`src/rtl/flit_mux_arbiter.sv`:
```
// flit_mux_arbiter: round-robin, packet-locked 2:1 flit merge with a
// 1-entry registered output stage and a packet length watchdog.
module flit_mux_arbiter #(
  parameter int unsigned MAX_PKT_LEN = 16
) (
  input  logic       clk,
  input  logic       reset,
  input  logic       a_valid,
  input  logic [7:0] a_data,
  input  logic       a_tail,
  output logic       a_ready,
  input  logic       b_valid,
  input  logic [7:0] b_data,
  input  logic       b_tail,
  output logic       b_ready,
  output logic       sel,
  output logic       o_valid,
  output logic [7:0] o_data,
  output logic       o_tail,
  input  logic       o_ready,
  output logic       pkt_err
);

  localparam int unsigned DW = 8;
  localparam int unsigned CW = 8;

  typedef enum logic [1:0] {IDLE, GNT_A, GNT_B} state_t;

  state_t        state;
  logic          last_b;
  logic [CW-1:0] cnt;

  logic          out_free;
  logic          xfer_a;
  logic          xfer_b;
  logic          xfer;
  logic [DW-1:0] x_data;
  logic          x_tail;
  logic          wd_hit;

  // sel is a pure decode of the registered grant state
  assign sel = (state == GNT_B);

  // Handshake and muxed flit selection for the current cycle
  always_comb begin
    out_free = 1'b0;
    a_ready  = 1'b0;
    b_ready  = 1'b0;
    xfer_a   = 1'b0;
    xfer_b   = 1'b0;
    xfer     = 1'b0;
    x_data   = '0;
    x_tail   = 1'b0;
    wd_hit   = 1'b0;

    out_free = !o_valid || o_ready;
    a_ready  = (state == GNT_A) && out_free;
    b_ready  = (state == GNT_B) && out_free;
    xfer_a   = a_ready && a_valid;
    xfer_b   = b_ready && b_valid;
    xfer     = xfer_a || xfer_b;
    x_data   = sel ? b_data : a_data;
    x_tail   = sel ? b_tail : a_tail;
    // Runaway packet: this non-tail flit is the last one allowed
    wd_hit   = xfer && !x_tail && (cnt == CW'(MAX_PKT_LEN - 1));
  end

  // Grant FSM, output register and watchdog counter
  always_ff @(posedge clk or posedge reset) begin
    if (reset) begin
      state   <= IDLE;
      last_b  <= 1'b1;
      cnt     <= '0;
      o_valid <= 1'b0;
      o_data  <= '0;
      o_tail  <= 1'b0;
      pkt_err <= 1'b0;
    end else begin
      pkt_err <= wd_hit;

      if (xfer) begin
        o_valid <= 1'b1;
        o_data  <= x_data;
        o_tail  <= x_tail || wd_hit;
      end else if (o_ready) begin
        o_valid <= 1'b0;
      end

      case (state)
        IDLE: begin
          if (a_valid && (!b_valid || last_b)) begin
            state <= GNT_A;
          end else if (b_valid) begin
            state <= GNT_B;
          end
        end
        GNT_A, GNT_B: begin
          if (xfer) begin
            if (x_tail || wd_hit) begin
              state  <= IDLE;
              last_b <= (state == GNT_B);
              cnt    <= '0;
            end else begin
              cnt <= cnt + CW'(1);
            end
          end
        end
        default: state <= IDLE;
      endcase
    end
  end

endmodule

```
`config.mk`:
```
export PLATFORM = sky130hd
export DESIGN_NAME = flit_mux_arbiter
export DESIGN_NICKNAME = d
export VERILOG_FILES = /design/src/rtl/flit_mux_arbiter.sv
export SDC_FILE = /design/constraint.sdc
export NUM_CORES = 1
export LEC_CHECK = 0
export ABC_AREA = 1
export ABC_CLOCK_PERIOD_IN_PS = 1900
export CORE_UTILIZATION = 47
export DETAILED_ROUTE_END_ITERATION = 8
export PLACE_DENSITY = 0.76
export SKIP_LAST_GASP = 1
export SYNTH_ARGS = -nofsm -noshare
export SYNTH_HDL_FRONTEND = slang
export SYNTH_SLANG_ARGS = --single-unit
```
`constraint.sdc`:
```
create_clock -name clk -period 1.9 [get_ports clk]
set_clock_uncertainty 0.05 [all_clocks]
set_input_delay 0.38 -clock clk [delete_from_list [all_inputs] [get_ports clk]]
set_output_delay 0.38 -clock clk [all_outputs]
set_load 0.02 [all_outputs]
```
==> metrics.yaml <==
critical_path:
  start_kind: "flop"
  timing.critical_path.cells: "inv_1, ha_1, a21boi_0, clkbuf_2"
  crit_buf_inv: 2
  critical_path_class: "reg -> out"
  r2r_cells: 9
  timing.critical_path.depth: 4
  critical_path.top_delay_family: "flip-flops"
  critical_path.endpoint_type: "output port"
  largest_fanout_on_the_critical_path: 3
  crit_path_largest_cell_delay_ns: 0.43
  crit_arrival_ns: 1.38
  crit_slowest_cell: "sky130_fd_sc_hd__dfrtp_1"
  worst-endpoint-required_ns: 1.47
yosys:
  yosys_warnings: 0
  post_synth_instance_area_um2: 1300
  synth_most_common_cell: "sky130_fd_sc_hd__nand2_1"
  synth_cell_types: 25
  synth_edf_count: 0
  synth.top_cells.by_area: "sky130_fd_sc_hd__dfrtp_1 41%, sky130_fd_sc_hd__nand2_1 13%, sky130_fd_sc_hd__inv_1 6.9%"
  postSynthAreaPerCell_um2: 7.86
  share_of_the_synthesized_area_in_the_top_cell_type: 0.405
  yosysSeqAreaShare: 0.426
  post_synth_inst_count: 165
  synth_area_leader_cell: "sky130_fd_sc_hd__dfrtp_1"
  asyncSetResetFlopFracSynth: 1.00
  synthFlopType: "sky130_fd_sc_hd__dfrtp_1"
  post_synthesis_sequential_element_count: 22
  syn_nets: 192
  synth_commonest_cells: "46 x sky130_fd_sc_hd__nand2_1, 24 x sky130_fd_sc_hd__inv_1, 21 x sky130_fd_sc_hd__dfrtp_1"
floorplanning:
  floorplan.die_area_um2: 2970
  number_of_cell_rows: 18
  start_util: 0.509
  floorplan.core_area_um2: 2540
  die_y_um: 54.5
  floorplan.io_pins: 37
  die_w_um: 54.5
global_routing:
  track_usage: 0.207
  first_pass_grt_wire_length_mm: 4.37
  via_count_of_the_first_global_routing_pass: 1067
  antenna_violations_before_repair: 0
  globalRoute.totalOverflow: 0
  grt_start_max_net_pins: 22
cells_and_area:
  drive_above_1_share: 0.141
  area_growth_pct: 33.0
  stdcell_area_um2: 1720
  antennaDiodeCount: 0
  layout.nets: 233
power:
  max-vdd-ir-drop_mv: 1.04
  p_total_mw: 2.10
  power-per-cell-area_nw_per_um2: 1220
  power.static_leakage_nw: 0.881
placed_design:
  place.port_buffers: 36
  place.gp.congestion: 0.847
  hpwl_mm: 2.05
  dpl_cell_area_um2: 1690
detailed_routing:
  route.final.wire_length_mm: 2.68
  violation_count_after_the_first_detailed_route_iteration: 27
  postRouteAntennaNets: 0
  routed_wire_length_per_instance_um: 11.4
  remaining_drc_errors: 0
  drtPass1Iterations: 4
  detailroute.via_count: 1174
  detail_route.vias_per_cell: 5.00
timing:
  fin_hold_ws_ns: 0.167
  finalWorstPathRequiredPeriod_ns: 1.81
  timing_limited_maximum_frequency_mhz: 552
  pins_over_their_slew_limit: 0
  setup_viol_count_final: 0
  hold_viol: 0
  worst_slew_pin_slew_ns: 0.316
  rsz0062_at_grt: "true"
  period_share: 0.954
  maxSlewHeadroom: 0.789
clocking:
  root_buffer: "sky130_fd_sc_hd__clkbuf_4"
  cts_htree_levels: 1
  cts_made_buffers: 3
  clkLatencyLatePin_ns: 0.30
  clock_tree.buffer_depth: 2
  clock_sink_count: 22
  cts_tree: "done"
  cts.clk_slew.worst_paths_ns: 0.12
outcome:
  run_status: "finished clean"
job:
  drv.max_cap_violation_count: 0
min_path:
  holdCritPathClass: "in -> async"
flip-flops by register name, summed over array words and instances (netlist names):
| signal | flops |
|---|---|
| o_data | 8 |
| pkt_err | 1 |
| last_b | 1 |
| o_valid | 1 |
| cnt | 8 |
| o_tail | 1 |
| state | 2 |
worst paths after layout:
check                                startpoint                     to  slack, ns
setup reg to reg           state[0]$_DFFE_PP0P_     cnt[0]$_DFFE_PP0P_       0.19
max in group asynchronous                 reset     last_b$_DFFE_PP1P_       1.14
setup / recovery           state[1]$_DFFE_PP0P_                a_ready       0.09
hold / removal                            reset  o_data[3]$_DFFE_PP0N_       0.17
min in group clk             o_tail$_DFFE_PP0N_     o_tail$_DFFE_PP0N_       0.45
hold reg to reg              o_tail$_DFFE_PP0N_     o_tail$_DFFE_PP0N_       0.45
metrics by stage:
step                      worst slack (ns)  setup TNS, ns  instances  utilization
after floorplan                     0.0539              0        165            -
after global placement              -0.179         -0.303        231        0.665
after detailed placement            -0.229         -0.389        231        0.665
after CTS                          -0.0787        -0.0959        235        0.679
after global routing               -0.0228        -0.0228        235        0.677
final                               0.0877              0        235        0.677
metal layers:
layer / GRT usage / routed length [um]
met4: 0.0641 / 27
met1: 0.241 / 1170
met3: 0.0417 / 200
met2: 0.378 / 1280
met5: 0 / 0
report_power, final:
part	switching, mW	internal, mW	leakage (nW)
logic	0.640	0.456	0.576
clock network	0.138	0.117	0.0210
registers	0.114	0.638	0.284
layout make-up:
class	count	area [um^2]
fill	225	821
timing repair buffer	39	375
tap	30	37.5
clock buffer	4	36.3
multi-input combinational	113	622
sequential	22	552
inverter	27	101
cell usage in the layout, fill, tap and decap left out, types with 2 or more instances in the layout:
cell and count:
sky130_fd_sc_hd__nand3_1 12, sky130_fd_sc_hd__nand2_4 3, sky130_fd_sc_hd__clkbuf_4 3, sky130_fd_sc_hd__clkdlybuf4s50_1 33, sky130_fd_sc_hd__nand2_2 3, sky130_fd_sc_hd__nor2_4 2
sky130_fd_sc_hd__buf_4 2, sky130_fd_sc_hd__ha_1 3, sky130_fd_sc_hd__dfrtp_1 21, sky130_fd_sc_hd__nor2_1 10, sky130_fd_sc_hd__o21ai_0 10, sky130_fd_sc_hd__inv_1 24
sky130_fd_sc_hd__xor2_1 3, sky130_fd_sc_hd__o21ai_1 9, sky130_fd_sc_hd__inv_2 3, sky130_fd_sc_hd__nand2_1 46, sky130_fd_sc_hd__a21boi_0 2
worst reg2reg max path, stage by stage (launching register included):
cell and delay, ns:
sky130_fd_sc_hd__dfrtp_1 0.42, sky130_fd_sc_hd__inv_1 0.10, sky130_fd_sc_hd__ha_2 0.21, sky130_fd_sc_hd__buf_6 0.19
sky130_fd_sc_hd__nand3_1 0.14, sky130_fd_sc_hd__nand2_4 0.15, sky130_fd_sc_hd__nand2_4 0.09, sky130_fd_sc_hd__inv_2 0.13
sky130_fd_sc_hd__nand3_1 0.08, sky130_fd_sc_hd__o21ai_0 0.08
logic make-up after synthesis:
| group | synth area share |
|---|---|
| simple gates | 0.293 |
| flops | 0.426 |
| xor+xnor | 0.0203 |
| fa+ha+maj | 0.0386 |
| compound gates | 0.123 |
| buf+inv | 0.0994 |
what timing repair did:
action,in CTS,in global routing
setup endpoints to repair,3,14
hold endpoints to repair,0,0
hold buffers,0,0
resized for setup,5,6
setup buffers,0,0
Power figures use the tool's default switching activity.
==> variant (same flow settings) <==
Put one more register stage on the output `pkt_err`, cleared by the reset. The value now appears one clock later. The other outputs are not delayed to match.
--- a/src/rtl/flit_mux_arbiter.sv
+++ b/src/rtl/flit_mux_arbiter.sv
@@ -25,6 +25,8 @@
   localparam int unsigned CW = 8;
 
   typedef enum logic [1:0] {IDLE, GNT_A, GNT_B} state_t;
+
+  logic pkt_err_s0;
 
   state_t        state;
   logic          last_b;
@@ -74,9 +76,9 @@
       o_valid <= 1'b0;
       o_data  <= '0;
       o_tail  <= 1'b0;
-      pkt_err <= 1'b0;
+      pkt_err_s0 <= 1'b0;
     end else begin
-      pkt_err <= wd_hit;
+      pkt_err_s0 <= wd_hit;
 
       if (xfer) begin
         o_valid <= 1'b1;
@@ -110,5 +112,13 @@
     end
   end
 
+  always_ff @(posedge clk or posedge reset) begin
+    if (reset) begin
+      pkt_err <= '0;
+    end else begin
+      pkt_err <= pkt_err_s0;
+    end
+  end
+
 endmodule
 
Function: no difference found for any inputs over 10 cycles, from zero or initial values and one cycle with reset high; that may be too few to reach the edited logic, so the function may still have changed.
==> variant against the unedited design <==
- sequential share of layout area increased by 1.3 points
- die area increased by 0.57%
- routed wire length increased by 0.52%
- sequential cell count increased by 1
- via count decreased by 3.5%
- critical path depth unchanged
- global-route usage decreased by 0.10 points
- largest power group unchanged
- non-clock buffer count increased by 2
- worst setup slack got worse by 0.024 ns
- critical path type unchanged
- total power decreased by 0.95%
- clock power decreased by 12%
- cell area increased by 0.44%
- synthesized area increased by 0.58%
==> variant: results (changes against the unedited design) <==
Post-Syn Instances 166 (+0.61%); GR Util All Layers 0.206 (-0.00100); Reg2Reg Depth 8 (-1); Avg WL per Cell 11.3 um (-0.74%); syn_nets 193 (+0.52%); dpl cell area 0.00172 sq mm (+1.3%); crit path max fanout 4 (+1); Place WS -0.215 ns (+0.0147 ns); area share of the largest cell type after synthesis 0.422 (+0.0169); status finished, final reports clean; routed wl met3 116 um (-42%); GP Congestion 0.702 (-17%); share of layout cells above drive strength 1 0.139 (-0.00204); P_leak 0.884 nW (+0.38%); vias in the first global route 1048 (-1.8%); P_int 0.00119 W (-1.5%); Critical Path AT 1.41 ns (+0.03 ns); FMAX 545 MHz (-1.3%); Iter 0 DRT Violations 23 (-15%); first-pass GRT wire length 4360 um (-0.32%); DR vias/cell 4.76 (-4.7%); Critical path origin state[0]$_DFFE_PP0P_; Distinct cells, synth 23 (-8.0%); top cells by count, synth nand2_1, inv_1, dfrtp_1; Peak supply drop 0.791 mV (-24%); HP Class flop to flop; worst hold margin 0.314 ns (+0.147 ns); largest net degree at the start of global routing 24 (+9.1%)
## variant: cell type report
class	instances	area [sq um]
multi-input cells	113	602
fillers	211	813
flip-flops and latches	23	577
clock buffers	3	22.5
well taps	30	37.5
inverters	27	101
clock inverters	1	5.00
repair buffers	41	387
## variant: metal layers
layer,vias up,GRT usage
met5,-,0
met3,2,0.0278
met1,508,0.224
met4,0,0.0641
met2,21,0.402
li1,602,-
## variant: timing repair
action / 4_1_cts / 5_1_grt
resized for setup: 6 / 3
endpoints found under the hold margin: 0 / 0
setup endpoints to repair: 3 / 2
gates cloned: 0 / 0
## variant: cells by family (layout without fill, tap and decap cells)
group | Yosys count | in the layout | share of synthesized area
flip-flops | 23 | 23 | 0.442
XOR/XNOR | 3 | 3 | 0.0202
buffers and inverters | 30 | 72 | 0.0988
adder cells (fa/ha/maj) | 4 | 4 | 0.0384
AO/OA/AOI/OAI | 26 | 26 | 0.122
AND/OR/NAND/NOR | 80 | 80 | 0.278
